File: src/rtl/hazard_controller_pkg.sv
// Shared encodings and helpers for the pipeline hazard controller.
package hazard_controller_pkg;

   // Width of the saturating stall-cycle counter.
   localparam int WIDTH = 32;

   // Execute-stage forwarding selects.
   localparam logic [1:0] FWD_REG = 2'b00;  // register file operand
   localparam logic [1:0] FWD_WB  = 2'b01;  // result_wb
   localparam logic [1:0] FWD_MEM = 2'b10;  // aluout_mem

   // MULT/DIV sequencer states.
   typedef enum logic [0:0] {
      MD_IDLE = 1'b0,
      MD_BUSY = 1'b1
   } md_state_t;

   // Register 0 is hardwired to zero, so it can never carry a dependency.
   function automatic logic reg_match(input logic [4:0] a, input logic [4:0] b);
      return (a != 5'd0) && (a == b);
   endfunction

endpackage

File: src/rtl/hazard_controller_md_sequencer.sv
// MULT/DIV sequencer: issues HI/LO operations, counts busy cycles and
// holds decode while a HI/LO result is still outstanding.
module hazard_controller_md_sequencer
   import hazard_controller_pkg::*;
#(
   parameter int MULT_CYCLES = 4,
   parameter int DIV_CYCLES  = 32,
   parameter int CNT_W       = 6
) (
   input  logic clk,
   input  logic rst,
   input  logic md_start_decode,
   input  logic md_div_decode,
   input  logic hilo_read_decode,
   input  logic hazard_block,     // load-use or branch stall this cycle
   output logic md_issue,
   output logic md_busy,
   output logic md_done,
   output logic mdstall
);

   md_state_t        r_state;
   md_state_t        w_state_next;
   logic [CNT_W-1:0] r_count;
   logic [CNT_W-1:0] w_count_next;

   // State and busy-counter registers; reset abandons any in-flight op.
   always_ff @(posedge clk) begin
      if (rst) begin
         r_state <= MD_IDLE;
         r_count <= '0;
      end else begin
         r_state <= w_state_next;
         r_count <= w_count_next;
      end
   end

   // Next-state, counter and handshake outputs.
   always_comb begin
      w_state_next = r_state;
      w_count_next = r_count;
      md_issue     = 1'b0;
      md_busy      = 1'b0;
      md_done      = 1'b0;
      case (r_state)
         MD_IDLE: begin
            // An instruction that is itself stalled in decode must not start the unit.
            md_issue = md_start_decode && !hazard_block;
            if (md_issue) begin
               w_count_next = md_div_decode ? CNT_W'(DIV_CYCLES) : CNT_W'(MULT_CYCLES);
               w_state_next = MD_BUSY;
            end
         end
         MD_BUSY: begin
            md_busy      = 1'b1;
            w_count_next = r_count - CNT_W'(1);
            if (r_count == CNT_W'(1)) begin
               md_done      = 1'b1;
               w_state_next = MD_IDLE;
            end
         end
         default: begin
            w_state_next = MD_IDLE;
         end
      endcase
   end

   // Any HI/LO consumer or new HI/LO producer waits until the unit is free.
   assign mdstall = md_busy && (md_start_decode || hilo_read_decode);

endmodule

File: src/rtl/hazard_controller.sv
// Central hazard/stall controller for the 5-stage pipeline: forwarding
// selects, load-use and branch-compare stalls, and MULT/DIV sequencing.
module hazard_controller
   import hazard_controller_pkg::*;
#(
   parameter int MULT_CYCLES = 4,
   parameter int DIV_CYCLES  = 32,
   parameter int CNT_W       = 6
) (
   input  logic             clk,
   input  logic             rst,
   input  logic [4:0]       Rs_decode,
   input  logic [4:0]       Rt_decode,
   input  logic [4:0]       Rs_execute,
   input  logic [4:0]       Rt_execute,
   input  logic [4:0]       writereg_execute,
   input  logic [4:0]       writereg_mem,
   input  logic [4:0]       writereg_wb,
   input  logic             regwrite_execute,
   input  logic             regwrite_mem,
   input  logic             regwrite_wb,
   input  logic             memtoreg_execute,
   input  logic             memtoreg_mem,
   input  logic             branch_decode,
   input  logic             md_start_decode,
   input  logic             md_div_decode,
   input  logic             hilo_read_decode,
   output logic             stall_fetch,
   output logic             stall_decode,
   output logic             flush_execute,
   output logic             forwardA_decode,
   output logic             forwardB_decode,
   output logic [1:0]       forwardA_execute,
   output logic [1:0]       forwardB_execute,
   output logic             md_issue,
   output logic             md_busy,
   output logic             md_done,
   output logic [WIDTH-1:0] stall_cycles
);

   logic             w_lwstall;
   logic             w_brstall;
   logic             w_mdstall;
   logic             w_stall;
   logic [WIDTH-1:0] r_stall_cycles;

   // Execute-stage forwarding; the younger MEM result wins over WB.
   always_comb begin
      forwardA_execute = FWD_REG;
      forwardB_execute = FWD_REG;
      if (regwrite_mem && reg_match(writereg_mem, Rs_execute))
         forwardA_execute = FWD_MEM;
      else if (regwrite_wb && reg_match(writereg_wb, Rs_execute))
         forwardA_execute = FWD_WB;
      if (regwrite_mem && reg_match(writereg_mem, Rt_execute))
         forwardB_execute = FWD_MEM;
      else if (regwrite_wb && reg_match(writereg_wb, Rt_execute))
         forwardB_execute = FWD_WB;
   end

   // Decode-stage forwarding feeds the early branch comparator from MEM.
   assign forwardA_decode = regwrite_mem && reg_match(writereg_mem, Rs_decode);
   assign forwardB_decode = regwrite_mem && reg_match(writereg_mem, Rt_decode);

   // Load in execute whose data decode needs: one bubble.
   assign w_lwstall = memtoreg_execute &&
                      (reg_match(writereg_execute, Rs_decode) ||
                       reg_match(writereg_execute, Rt_decode));

   // Branch compares in decode, so it waits for ALU results in execute
   // and for loads still in memory.
   assign w_brstall = branch_decode &&
                      ((regwrite_execute &&
                        (reg_match(writereg_execute, Rs_decode) ||
                         reg_match(writereg_execute, Rt_decode))) ||
                       (memtoreg_mem &&
                        (reg_match(writereg_mem, Rs_decode) ||
                         reg_match(writereg_mem, Rt_decode))));

   hazard_controller_md_sequencer #(
      .MULT_CYCLES (MULT_CYCLES),
      .DIV_CYCLES  (DIV_CYCLES),
      .CNT_W       (CNT_W)
   ) u_md_sequencer (
      .clk               (clk),
      .rst               (rst),
      .md_start_decode   (md_start_decode),
      .md_div_decode     (md_div_decode),
      .hilo_read_decode  (hilo_read_decode),
      .hazard_block      (w_lwstall || w_brstall),
      .md_issue          (md_issue),
      .md_busy           (md_busy),
      .md_done           (md_done),
      .mdstall           (w_mdstall)
   );

   assign w_stall       = w_lwstall || w_brstall || w_mdstall;
   assign stall_fetch   = w_stall;
   assign stall_decode  = w_stall;
   assign flush_execute = w_stall;

   // Saturating count of stalled cycles for performance monitoring.
   always_ff @(posedge clk) begin
      if (rst)
         r_stall_cycles <= '0;
      else if (stall_decode && (r_stall_cycles != '1))
         r_stall_cycles <= r_stall_cycles + WIDTH'(1);
   end

   assign stall_cycles = r_stall_cycles;

endmodule

File: config.mk
export PLATFORM = sky130hd
export DESIGN_NAME = hazard_controller
export DESIGN_NICKNAME = d
export VERILOG_FILES = /design/src/rtl/hazard_controller_pkg.sv /design/src/rtl/hazard_controller_md_sequencer.sv /design/src/rtl/hazard_controller.sv
export SDC_FILE = /design/constraint.sdc
export NUM_CORES = 1
export LEC_CHECK = 0
export CELL_PAD_IN_SITES_DETAIL_PLACEMENT = 0
export CELL_PAD_IN_SITES_GLOBAL_PLACEMENT = 2
export CORE_AREA = 5 5 125 103
export DETAILED_ROUTE_END_ITERATION = 10
export DIE_AREA = 0 0 130 108
export MAX_ROUTING_LAYER = met4
export PLACE_DENSITY = 0.83
export SLEW_MARGIN = 20
export SYNTH_ARGS = -nofsm -noshare
export SYNTH_HDL_FRONTEND = slang
export SYNTH_SLANG_ARGS = --single-unit
File: constraint.sdc
create_clock -name clk -period 2.65 [get_ports clk]
set_input_delay 0.53 -clock clk [delete_from_list [all_inputs] [get_ports clk]]
set_output_delay 0.53 -clock clk [all_outputs]
set_load 0.1 [all_outputs]
==> impl_metrics.ini, run 1 <==
[synth]
synth_edf_count = 0
synth_cell_types = 42
synth_nets = 383
synth-xor-area-share_pct = 14.9
ys_async_sr_fraction_pct = 0
synth-compound-area-share_pct = 17.8
muxShareOfSynthArea_pct = 1.21
synth_fa_ha_area_share_pct = 1.45
synth.avg_cell_area_um2 = 7.74
synthCells = 334
syn_area_mm2 = 0.00259
yosys.area_share.simple_pct = 29.2
ys_ff_latch = 39
synth_top_family_by_area = simple AND/OR/NAND/NOR gates
synthFlopType = dfxtp_1
ys_seq_area_share_pct = 30.2
ys_warn_count = 0

[global_route]
grt_overflow_total = 0
grt_usage_pct = 13.3
antenna_found_initial = 0
grt_pass1_wl_um = 14700
grt_max_degree = 18
grt_pass1_vias = 2972

[critical_path]
cp_num_buf_inv = 2
cpLargestDelayFamily = simple AND/OR/NAND/NOR gates
worst_path_max_delay_cell = clkdlybuf4s50_1
worst-path-max-fanout = 2
end_kind = output port
crit_type = in2out
cp_data_required_time_ns = 2.12
worst_path_largest_cell_delay_ns = 0.46
crit_chain = clkdlybuf4s50_1 -> o21ai_1 -> or4_4 -> nor4_4 -> buf_12
arrival_ns = 2.07
start_kind = input pin

[clock_tree]
clk_path_buf_depth = 2
clockRootBuffer = clkbuf_16
cts_tree = built
worstSkewPairLatency_ns = 0.28
cts_buffers = 5
path_clk_slew_ns = 0.05
clock-sinks = 39
htreeDepth = 2

[drt]
routed_wirelength_um = 8780
vias_per_cell = 4.76
via_count = 2916
ant_nets = 0
dr.first_iter.drc_count = 163
wl_per_cell_um = 14.3
drc_errors = 0
drt_pass1_iterations = 4

[placement]
gp_congestion = 0.773
place_ws_ns = -0.297
dp_cells = 596
io_buffers = 89
dpl.hpwl_um = 6940
place_area_mm2 = 0.00411

[sta]
holdWs_ns = 0.486
finClkSkew_ns = 0.00394
drv_slew = 0
worst_slack_ns = 0.0506
hold_viol = 0
rsz0062_at_grt = yes
post-route-min-period_ns = 2.60
fin_tns_setup_ns = 0
finalCritPeriodShare_pct = 98.1
relSlewSlack_pct = 60.7
max_freq_mhz = 385
setup_viol = 0
worst_pin_slew_ns = 0.588

[power_and_ir_drop]
p_leak_nw = 1.74
p_per_area_mw_per_mm2 = 405
peakVddDrop_v = 0.000283
fin_total_pwr_mw = 1.80

[final_layout]
postLayoutCellArea_mm2 = 0.00443
fillers = 1154
fin_util_pct = 38.9
finalNonFillerCells = 613
drive_above_1_share_pct = 34.8
layout_common_cells = 80 x buf_4, 29 x a21oi_1, 26 x dfxtp_2
layout.cells.most_common = buf_4
antenna_cells = 0
syn_to_final_growth_pct = 71.3
nets = 513

[floorplanning]
design.portCount = 90
initial_core_util_pct = 22.7
die_x_um = 130
num_rows = 35
core_region_area_mm2 = 0.0114
die_h_um = 108
die-area_mm2 = 0.0140

[hold_path]
min_path_type = reg2reg

[status]
outcome = completed

[flow_run]
cap_violations = 0
-- cell usage after synthesis (2+ instances only) --
cell type / instances / area share (%)
xor2_1: 22 / 7.5
o31ai_1: 12 / 3.5
ha_1: 3 / 1.5
nand4_1: 4 / 0.97
and3_1: 4 / 0.97
or4_1: 14 / 4.1
buf_2: 4 / 0.77
buf_4: 2 / 0.58
nand3_1: 26 / 5.0
o21a_1: 2 / 0.58
nor4b_1: 2 / 0.68
o21ai_1: 6 / 1.2
nor2_1: 22 / 3.2
a21oi_1: 30 / 5.8
and4_1: 7 / 2.4
or3_1: 13 / 3.1
o21ai_0: 10 / 1.9
nor3_1: 10 / 1.9
a31oi_1: 7 / 1.7
mux2i_1: 2 / 0.77
a21o_1: 2 / 0.58
nand2_1: 26 / 3.8
inv_1: 10 / 1.5
xnor2_1: 22 / 7.5
nor4_1: 5 / 1.2
clkbuf_1: 11 / 1.6
nand3b_1: 2 / 0.58
dfxtp_1: 39 / 30
buf_6: 2 / 0.87
-- final timing paths --
check                   start             endpoint  slack, ns  cells past startpoint
min          stall_cycles[21]     stall_cycles[21]       0.49                      2
max               regwrite_wb  forwardB_execute[0]       0.05                      5
min reg2reg  stall_cycles[21]     stall_cycles[21]       0.49                      2
max reg2reg   stall_cycles[2]      stall_cycles[1]       0.37                      8
-- final cells by class --
type | instances | area [um2] | share of cell area, %
Inverter | 10 | 41.3 | 0.932
Tap cell | 148 | 185 | 4.18
Sequential cell | 39 | 817 | 18.4
Clock buffer | 8 | 156 | 3.53
Multi-Input combinational cell | 266 | 1870 | 42.2
Timing Repair Buffer | 142 | 1360 | 30.7
-- per-layer routing --
layer	vias up	part of all wire [%]	global-route usage [%]
li1	1486	-	-
met1	1375	48	17.5
met2	45	48	21.0
met3	10	2.7	2.37
met4	0	0.92	3.49
met5	-	0	-
-- worst min-delay path, cell delays in order, from the launching register on --
cell	delay, ns
dfxtp_2	0.33
o31ai_1	0.06
a21oi_1	0.05
-- logic make-up (layout without fill, tap and decap cells) --
logic type,Yosys count,after routing
AOI/OAI and AO/OA,77,77
buffers and inverters,29,160
xor gates and xnor gates,44,44
muxes,3,3
adders and majority gates,3,3
DFF,39,39
and+or+nand+nor,139,139
-- sequential cells by signal, indices dropped and copies added (netlist names) --
register                count
stall_cycles               32
u_md_sequencer.r_count      6
u_md_sequencer.r_state      1
-- report_power, final --
group	leakage (nW)	internal [mW]	switching, mW
logic	1.34	0.241	0.297
clock network	0.0772	0.401	0.233
registers	0.329	0.603	0.0227
total	1.74	1.24	0.552
-- what timing repair did --
| item | in CTS | in global routing |
|---|---|---|
| endpoints found under the setup margin | 8 | 12 |
| gates resized for setup | 35 | 20 |
| pin swaps | 17 | 9 |
| setup buffers | 8 | 3 |
| hold buffers | 0 | 0 |
Note: power is estimated with default switching activity, not from simulation.
==> run 2, diff against run 1 <==
--- a/config.mk
+++ b/config.mk
@@ -8,6 +8,7 @@
 export CELL_PAD_IN_SITES_DETAIL_PLACEMENT = 0
 export CELL_PAD_IN_SITES_GLOBAL_PLACEMENT = 2
 export CORE_AREA = 5 5 125 103
+export CTS_CLUSTER_DIAMETER = 150
 export DETAILED_ROUTE_END_ITERATION = 10
 export DIE_AREA = 0 0 130 108
 export MAX_ROUTING_LAYER = met4
==> results of run 2 <==
Same layout as run 1: the final DEF is identical, and so are final timing and power.
==> run 3, diff against run 2 <==
--- a/config.mk
+++ b/config.mk
@@ -5,14 +5,15 @@
 export SDC_FILE = /design/constraint.sdc
 export NUM_CORES = 1
 export LEC_CHECK = 0
+export ABC_AREA = 1
 export CELL_PAD_IN_SITES_DETAIL_PLACEMENT = 0
 export CELL_PAD_IN_SITES_GLOBAL_PLACEMENT = 2
-export CORE_AREA = 5 5 125 103
+export CORE_AREA = 5 5 137 113
 export CTS_CLUSTER_DIAMETER = 150
 export DETAILED_ROUTE_END_ITERATION = 10
-export DIE_AREA = 0 0 130 108
+export DIE_AREA = 0 0 142 118
 export MAX_ROUTING_LAYER = met4
-export PLACE_DENSITY = 0.83
+export PLACE_DENSITY = 0.86
 export SLEW_MARGIN = 20
 export SYNTH_ARGS = -nofsm -noshare
 export SYNTH_HDL_FRONTEND = slang
==> run 3 against run 2 <==
Via count up 26%. Sequential power down 1%. Cell count rose by 37%. Global-route usage shrank 0.29 points.
==> impl_metrics.ini, run 3 <==
[status]
outcome = completed

[critical_path]
crit_chain = clkdlybuf4s50_1 -> xnor2_2 -> o211ai_1 -> nor4_4 -> buf_4 -> nor2_4 -> buf_12
cpLargestDelayFamily = buffers and inverters
cp_num_buf_inv = 3
ff2ff_path_depth = 11
cp_data_required_time_ns = 2.12
worst-path-max-fanout = 2
arrival_ns = 2.06
crit_type = in2out
cp.depth = 7
worst_path_largest_cell_delay_ns = 0.58
start_kind = input pin
worst_path_max_delay_cell = clkdlybuf4s50_1
end_kind = output port

[power_and_ir_drop]
peakVddDrop_v = 0.000198
fin_total_pwr_mw = 1.94
p_leak_nw = 2.34
p_per_area_mw_per_mm2 = 409

[sta]
holdWs_ns = 0.480
max_freq_mhz = 386
post-route-min-period_ns = 2.59
setup_viol = 0
rsz0062_at_grt = no
finClkSkew_ns = 0.00688
worst_slack_ns = 0.0564
relSlewSlack_pct = 66.2
worst_pin_slew_ns = 0.507
hold_viol = 0
drv_slew = 0
finalCritPeriodShare_pct = 97.9

[synth]
synth_edf_count = 0
synth.avg_cell_area_um2 = 5.75
synth.area.top_cells = dfxtp_1 25%, nand2_1 18%, nor2_1 12%, inv_1 9.2%, nand3_1 8.5%
synth.top_cells.by_count = 146 x nand2_1, 96 x nor2_1, 76 x inv_1, 53 x nand3_1, 39 x dfxtp_1
ys_async_sr_fraction_pct = 0
synthCells = 541
yosysTopAreaCellShare_pct = 25.1
syn_area_mm2 = 0.00311
synthFlopType = dfxtp_1
ys_warn_count = 0
yosys.area.top_type = dfxtp_1
synth_nets = 590
synth_cell_types = 35
ys_ff_latch = 39
yosysMostFrequentCell = nand2_1
ys_seq_area_share_pct = 25.1

[global_route]
grt_usage_pct = 13.0
antenna_found_initial = 0
grt_overflow_total = 0
grt_pass1_vias = 3414
grt_max_degree = 27
grt_pass1_wl_um = 17400

[final_layout]
postLayoutCellArea_mm2 = 0.00473
fillers = 1523
largest_reg_flops = 32
layout.cells.most_common = nand2_1
antenna_cells = 0
seq_area_um2 = 782
drive_above_1_share_pct = 17.0
fin_util_pct = 33.9
syn_to_final_growth_pct = 52.2
nets = 701
multi_input_area_mm2 = 0.00201
layout_common_cells = 144 x nand2_1, 90 x nor2_1, 75 x inv_1

[placement]
io_buffers = 89
dpl.hpwl_um = 8620
place_area_mm2 = 0.00446
gp_congestion = 0.840
place_ws_ns = -0.108

[floorplanning]
die_x_um = 142
die_h_um = 118
design.portCount = 90
core_region_area_mm2 = 0.0140
die-area_mm2 = 0.0168
initial_core_util_pct = 22.3
num_rows = 39

[drt]
via_count = 3665
routed_wirelength_um = 10600
wl_per_cell_um = 12.7
dr.first_iter.drc_count = 177
drt_pass1_iterations = 4
vias_per_cell = 4.38
ant_nets = 0
drc_errors = 0

[flow_run]
cap_violations = 0

[clock_tree]
htreeDepth = 2
cts_tree = built
worstSkewPairLatency_ns = 0.29
clk_path_buf_depth = 2
clockRootBuffer = clkbuf_16
cts_buffers = 5
clock-sinks = 39
path_clk_slew_ns = 0.06

[hold_path]
min_path_cells = 2
min_path_type = reg2reg
## run 3: layer usage
| layer | vias to the layer above | track usage [%] | part of all wire, % |
|---|---|---|---|
| met5 | - | - | 0 |
| met4 | 0 | 2.40 | 0.79 |
| met3 | 6 | 3.01 | 5.5 |
| met2 | 84 | 19.0 | 44 |
| met1 | 1645 | 18.3 | 50 |
| li1 | 1930 | - | - |
## run 3: cells by family (layout without fill, tap and decap cells)
family / count (synthesis) / in the layout / synth area share (%)
AO/OA/AOI/OAI: 49 / 49 / 8.97
XOR/XNOR: 20 / 20 / 5.63
adder cells (fa/ha/maj): 3 / 3 / 1.21
buffers and inverters: 98 / 210 / 13.6
flip-flops: 39 / 39 / 25.1
AND/OR/NAND/NOR: 332 / 332 / 45.5
## run 3: area by class of cell
| class | count | share of cell area [%] |
|---|---|---|
| Clock buffer | 6 | 2.72 |
| Inverter | 82 | 6.50 |
| Multi-Input combinational cell | 404 | 42.4 |
| Timing Repair Buffer | 120 | 25.8 |
| Tap cell | 184 | 4.86 |
| Sequential cell | 39 | 16.5 |
| Clock inverter | 2 | 1.27 |
## run 3: worst paths after layout
kind / start / end / slack, ns
setup / recovery: Rt_execute[4] / forwardB_execute[0] / 0.06
setup reg to reg: stall_cycles[1] / stall_cycles[5] / 0.42
hold reg to reg: u_md_sequencer.r_count[1] / u_md_sequencer.r_count[1] / 0.48
hold / removal: u_md_sequencer.r_count[1] / u_md_sequencer.r_count[1] / 0.48
## run 3: worst register-to-register path, delay by kind of cell (launching register included)
kind	cells	cell delay (ns)
simple gates	7	1.02
flops	1	0.42
compound gates	1	0.14
fa+ha+maj	1	0.21
buf+inv	2	0.34
## run 3: what timing repair did
item	CTS	global route
setup buffers	3	0
hold buffers	0	0
pin swaps	3	3
gates resized for setup	6	21
setup endpoints to repair	8	6
## run 3: where the power goes
group / switching (mW) / internal [mW]
Clock: 0.249 / 0.540
Sequential: 0.0165 / 0.602
Combinational: 0.312 / 0.216
Total: 0.578 / 1.36
## run 3: per-stage QoR
| stage | cells | setup TNS (ns) |
|---|---|---|
| CTS | 837 | 0 |
| global route | 837 | 0 |
| finish | 837 | 0 |
| global placement | 826 | -0.554 |
| detailed placement | 826 | -0.803 |
| floorplan | 541 | -0.780 |
